**config.mk**
```make
export PLATFORM = sky130hd
export DESIGN_NAME = seg_cal_arbiter
export DESIGN_NICKNAME = d
export VERILOG_FILES = /design/src/rtl/seg_cal_arbiter.sv
export SDC_FILE = /design/constraint.sdc
export NUM_CORES = 1
export LEC_CHECK = 0
export CORE_AREA = 2 2 303 305
export DETAILED_ROUTE_END_ITERATION = 10
export DIE_AREA = 0 0 305 307
export GPL_TIMING_DRIVEN = 0
export PLACE_DENSITY = 0.46
export SLEW_MARGIN = 20
export SYNTH_ARGS = -nofsm -noshare
export SYNTH_HDL_FRONTEND = slang
export SYNTH_SLANG_ARGS = --single-unit
```
**constraint.sdc**
```tcl
create_clock -name clk -period 10.5 [get_ports clk]
set_input_delay 2.1 -clock clk [delete_from_list [all_inputs] [get_ports clk]]
set_output_delay 2.1 -clock clk [all_outputs]
set_load 0.005 [all_outputs]
```
**src/rtl/seg_cal_arbiter.sv**
```systemverilog
// Round-robin arbiter feeding one shared 10-row segment compressor through a
// two-register pipeline (operand register, result register) with valid/ready return.
module seg_cal_arbiter #(
   parameter int SEG_W = 18,
   parameter int N_REQ = 4,
   parameter int ID_W  = 2
) (
   input  logic                      clk,
   input  logic                      rst,
   input  logic [N_REQ-1:0]          req_valid,
   output logic [N_REQ-1:0]          req_ready,
   input  logic [N_REQ*10*SEG_W-1:0] req_rows,
   input  logic                      drain,
   output logic                      rsp_valid,
   input  logic                      rsp_ready,
   output logic [ID_W-1:0]           rsp_id,
   output logic [SEG_W+4:0]          rsp_result,
   output logic [15:0]               rsp_count,
   output logic                      idle
);
   localparam int ROWS_W = 10 * SEG_W;
   localparam int RES_W  = SEG_W + 5;

   logic              s1_valid_q, s1_valid_d;
   logic [ID_W-1:0]   s1_id_q, s1_id_d;
   logic [ROWS_W-1:0] s1_rows_q;
   logic              rsp_valid_q, rsp_valid_d;
   logic [ID_W-1:0]   rsp_id_q, rsp_id_d;
   logic [RES_W-1:0]  rsp_result_q, rsp_result_d;
   logic [15:0]       count_q, count_d;
   logic [ID_W-1:0]   ptr_q, ptr_d;

   logic              s2_free, s1_adv, s1_free, grant_en;
   logic              hi_found;
   logic [ID_W-1:0]   lo_idx, hi_idx, gnt_idx;
   logic [ROWS_W-1:0] gnt_rows;
   logic [RES_W-1:0]  comp_sum;

   // Rows are zero-extended; 10*(2^SEG_W-1) always fits in SEG_W+5 bits.
   function automatic logic [RES_W-1:0] compress10(input logic [ROWS_W-1:0] rows);
      logic [RES_W-1:0] acc;
      acc = '0;
      for (int k = 0; k < 10; k++) begin
         acc = acc + RES_W'(rows[k*SEG_W +: SEG_W]);
      end
      return acc;
   endfunction

   assign s2_free  = !rsp_valid_q || rsp_ready;
   assign s1_adv   = s1_valid_q && s2_free;
   assign s1_free  = !s1_valid_q || s1_adv;
   assign grant_en = !rst && s1_free && !drain && (|req_valid);
   assign comp_sum = compress10(s1_rows_q);

   // Lowest valid index above ptr wins; otherwise wrap to lowest valid index.
   always_comb begin
      hi_found = 1'b0;
      lo_idx   = '0;
      hi_idx   = '0;
      for (int i = N_REQ - 1; i >= 0; i--) begin
         if (req_valid[i]) begin
            lo_idx = ID_W'(i);
            if (ID_W'(i) > ptr_q) begin
               hi_idx   = ID_W'(i);
               hi_found = 1'b1;
            end
         end
      end
      gnt_idx = hi_found ? hi_idx : lo_idx;
   end

   always_comb begin
      req_ready = '0;
      gnt_rows  = '0;
      for (int i = 0; i < N_REQ; i++) begin
         if (gnt_idx == ID_W'(i)) begin
            req_ready[i] = grant_en;
            gnt_rows     = req_rows[i*ROWS_W +: ROWS_W];
         end
      end
   end

   always_comb begin
      s1_valid_d   = s1_valid_q;
      s1_id_d      = s1_id_q;
      ptr_d        = ptr_q;
      rsp_valid_d  = rsp_valid_q;
      rsp_id_d     = rsp_id_q;
      rsp_result_d = rsp_result_q;
      count_d      = count_q;
      if (grant_en) begin
         s1_valid_d = 1'b1;
         s1_id_d    = gnt_idx;
         ptr_d      = gnt_idx;
      end else if (s1_adv) begin
         s1_valid_d = 1'b0;
      end
      if (s1_adv) begin
         rsp_valid_d  = 1'b1;
         rsp_id_d     = s1_id_q;
         rsp_result_d = comp_sum;
      end else if (rsp_ready && rsp_valid_q) begin
         rsp_valid_d = 1'b0;
      end
      if (rsp_valid_q && rsp_ready) begin
         count_d = count_q + 16'd1;
      end
   end

   always_ff @(posedge clk) begin
      if (rst) begin
         s1_valid_q   <= 1'b0;
         s1_id_q      <= '0;
         ptr_q        <= ID_W'(N_REQ - 1);
         rsp_valid_q  <= 1'b0;
         rsp_id_q     <= '0;
         rsp_result_q <= '0;
         count_q      <= '0;
      end else begin
         s1_valid_q   <= s1_valid_d;
         s1_id_q      <= s1_id_d;
         ptr_q        <= ptr_d;
         rsp_valid_q  <= rsp_valid_d;
         rsp_id_q     <= rsp_id_d;
         rsp_result_q <= rsp_result_d;
         count_q      <= count_d;
      end
   end

   // Operand data needs no reset; s1_valid qualifies it.
   always_ff @(posedge clk) begin
      if (grant_en) begin
         s1_rows_q <= gnt_rows;
      end
   end

   assign rsp_valid  = rsp_valid_q;
   assign rsp_id     = rsp_id_q;
   assign rsp_result = rsp_result_q;
   assign rsp_count  = count_q;
   assign idle       = !s1_valid_q && !rsp_valid_q && !(|req_ready);

endmodule

```
==> flow_summary.yaml <==
outcome:
  status: "finished, final reports clean"
clock_tree:
  cts_num_sinks: 226
  cts-root-buf: "clkbuf_16"
  clk_pin_slew_ns: 0.06
  cts_tree: "done"
  clk_latency_ns: 0.57
  cts_setup_buffers: 0
  clock_tree.buffer_depth: 3
  numCtsBuffers: 28
  hold_buffers: 0
  htree_levels: 1
  cts_resized: 0
global_routing:
  antenna_found_initial: 6
  grt_overflow: 0
  grt_pass1_vias: 18400
  grt_pass1_wl_um: 132000
  grt_max_degree: 52
  grt_use_total_pct: 19.8
min_path:
  hold_class: "reg -> reg"
  hold_start: "rsp_result[0]$_SDFFE_PP0P_"
routing:
  drt_first_pass_iters: 5
  drt_iter0_markers: 1207
  drc: 0
  ant_nets: 0
  routed_via_density: 4.31
  wirelength_um: 96600
  post_drt_wl_per_cell_um: 23.5
  via_count: 17700
place:
  gp_congestion: 0.926
  placed_cells: 4046
  hpwl_um: 81800
  numPortBuffers: 773
setup_path:
  critPathKind: "in -> out"
  critPathCaptureType: "output port"
  r2r_slack_ns: 5.31
  critPathBufInv: 5
  crit_fanout: 10
  worstPathArrival_ns: 5.59
  worstSetupStartpoint: "req_valid[0]"
  critical_path.slowest_cell: "buf_2"
  cpPeakStageDelay_ns: 0.60
  cp_top_family: "buffers and inverters"
  crit_top_cell: "buf_2"
  timing.rr.start: "s1_rows_q[56]$_DFFE_PP_"
  cp-start-kind: "input pin"
  crit_chain: "clkdlybuf4s50_1 -> or2_1 -> a311oi_1 -> buf_2 -> buf_2 -> buf_2 -> nand2_1 -> nor2_1 -> clkdlybuf4s50_1"
  crit_required_ns: 8.40
pwr:
  swShare_pct: 48.4
  irDropWorstVdd_mv: 0.333
  leakage_uw: 0.0113
  pwr-share-clk_pct: 13.0
  combinationalPowerShare_pct: 71.2
  power.net_switching_uw: 3540
  power.internal_uw: 3760
  power_density_mw_per_mm2: 264
  power_frac_seq_pct: 15.8
final_layout:
  drive_above_1_share_pct: 3.88
  final_common_cell: "nand2_1"
  fin_cells: 4102
  final_cell_mix: "774 x nand2_1, 773 x clkdlybuf4s50_1, 188 x inv_1, 184 x and3_1"
  fin_util_pct: 30.4
  nNetsFinal: 3789
  area_growth_pct: 58.9
timing:
  rsz0062_at_grt: "no"
  report.final.hold_viol_count: 0
  setup_viol: 0
  maxSlewViolCount: 0
  max-slew-margin-rel_pct: 29.6
  max_freq_mhz: 130
  worst_pin_slew_ns: 1.06
  period_share_pct: 73.2
  fin_crit_ns: 7.69
  skew_ns: 0.0122
logic_synthesis:
  synthDistinctLibCells: 51
  synth-main-ff-cell: "edfxtp_1"
  synth-warning-count: 0
  async_flop_share_pct: 0
  syn_area_mm2: 0.0174
  syn_nets: 2982
  synth-seq-cells: 226
  avgSynthCellArea_um2: 8.34
  synth_edf_count: 180
  seq_area_frac_synth_pct: 36.4
  netlist_instances: 2083
die:
  start_util_pct: 19.2
  coreArea_mm2: 0.0907
  ios: 775
  dieArea_mm2: 0.0936
  num_rows: 111
  fp.dieW_um: 305
  die_h_um: 307
flow_run:
  drv_cap: 0
[worst register-to-register path: stages (launching register included)]
cell,delay (ns)
edfxtp_1,0.44
fa_1,0.78
fa_1,0.52
fa_1,0.51
inv_1,0.05
fa_1,0.38
fa_1,0.51
inv_1,0.05
ha_1,0.33
o211ai_1,0.11
o211ai_1,0.36
a21boi_0,0.26
nor3_1,0.43
nor2_1,0.12
a211o_1,0.24
[per-layer routing]
| metal | share of wire [%] | GRT usage [%] | vias to the layer above |
|---|---|---|---|
| met3 | 5.3 | 3.33 | 95 |
| met4 | 2.3 | 4.39 | 2 |
| met1 | 43 | 25.6 | 8403 |
| li1 | - | - | 8549 |
| met2 | 49 | 34.6 | 618 |
| met5 | 0.013 | 0 | - |
[area by class of cell]
class,count,area (um^2)
Buffer,137,602
Timing Repair Buffer,777,7850
Antenna cell,5,12.5
Inverter,188,706
Clock inverter,17,139
Multi-Input combinational cell,1532,9740
Fill cell,9719,63100
Sequential cell,226,6330
Tap cell,1186,1480
Clock buffer,34,744
[flip-flops by register name (all words and copies together) (netlist names)]
register	cells
ptr_q	2
rsp_count	16
rsp_id	2
rsp_result	22
rsp_valid	1
s1_id_q	2
s1_rows_q	180
s1_valid_q	1
[power by group through the flow]
stage | Clock (uW) | Sequential (uW) | Combinational [uW]
after global routing | 1020 | 1160 | 5910
after floorplan | 0 | 1160 | 3510
after CTS | 990 | 1150 | 5220
after detailed placement | 0 | 1170 | 5180
final | 950 | 1150 | 5200
after global placement | 0 | 1180 | 5170
[kinds of logic after synthesis]
family	after synthesis	synth area share [%]
simple gates	1057	26.5
buf+inv	325	7.50
compound gates	281	10.1
flops	226	36.4
fa+ha+maj	171	18.4
xor+xnor	20	1.01
mux	2	0.115
other cells	1	0.0216
[metrics by stage]
step | worst slack (ns) | area [um^2] | total power (uW) | TNS [ns] | hold slack [ns]
after global placement | -4.99 | 26600 | 6360 | -258.61 | 0.440
after floorplan | 0.160 | 17400 | 4670 | 0 | 0.432
final | 2.81 | 27600 | 7300 | 0 | 0.456
after CTS | 2.75 | 27600 | 7360 | 0 | 0.456
after detailed placement | 2.77 | 26700 | 6350 | 0 | 0.448
after global routing | 2.60 | 27600 | 8090 | 0 | 0.471
[Yosys cell counts, drive strengths merged, types with 3 or more instances]
cell type,instances,area (um^2)
o21ai,15,75.1
nand3,10,50.1
and3,184,1150
edfxtp,180,5410
a211o,4,35.0
clkbuf,69,259
a31oi,180,1130
o21bai,4,30.0
nor4,3,18.8
nand4,6,37.5
nor2,34,128
a21oi,46,230
nor3b,7,57.6
a21o,4,30.0
ha,30,375
nand2,774,2910
fa,141,2820
xnor2,6,52.6
inv,188,706
nand2b,7,43.8
a211oi,6,45.0
nor2b,6,37.5
xor2,14,123
nand3b,3,22.5
o211ai,5,37.5
dfxtp,46,921
nor3,9,45.0
buf,68,338
or3,6,37.5
[final timing paths]
check / end / cells after the start
setup / recovery: req_ready[2] / 9
hold / removal: rsp_result[0]$_SDFFE_PP0P_ / 2
setup reg to reg: rsp_result[18]$_SDFFE_PP0P_ / 14
hold reg to reg: rsp_result[0]$_SDFFE_PP0P_ / 2
No activity file was read; power rests on OpenSTA's default activity.
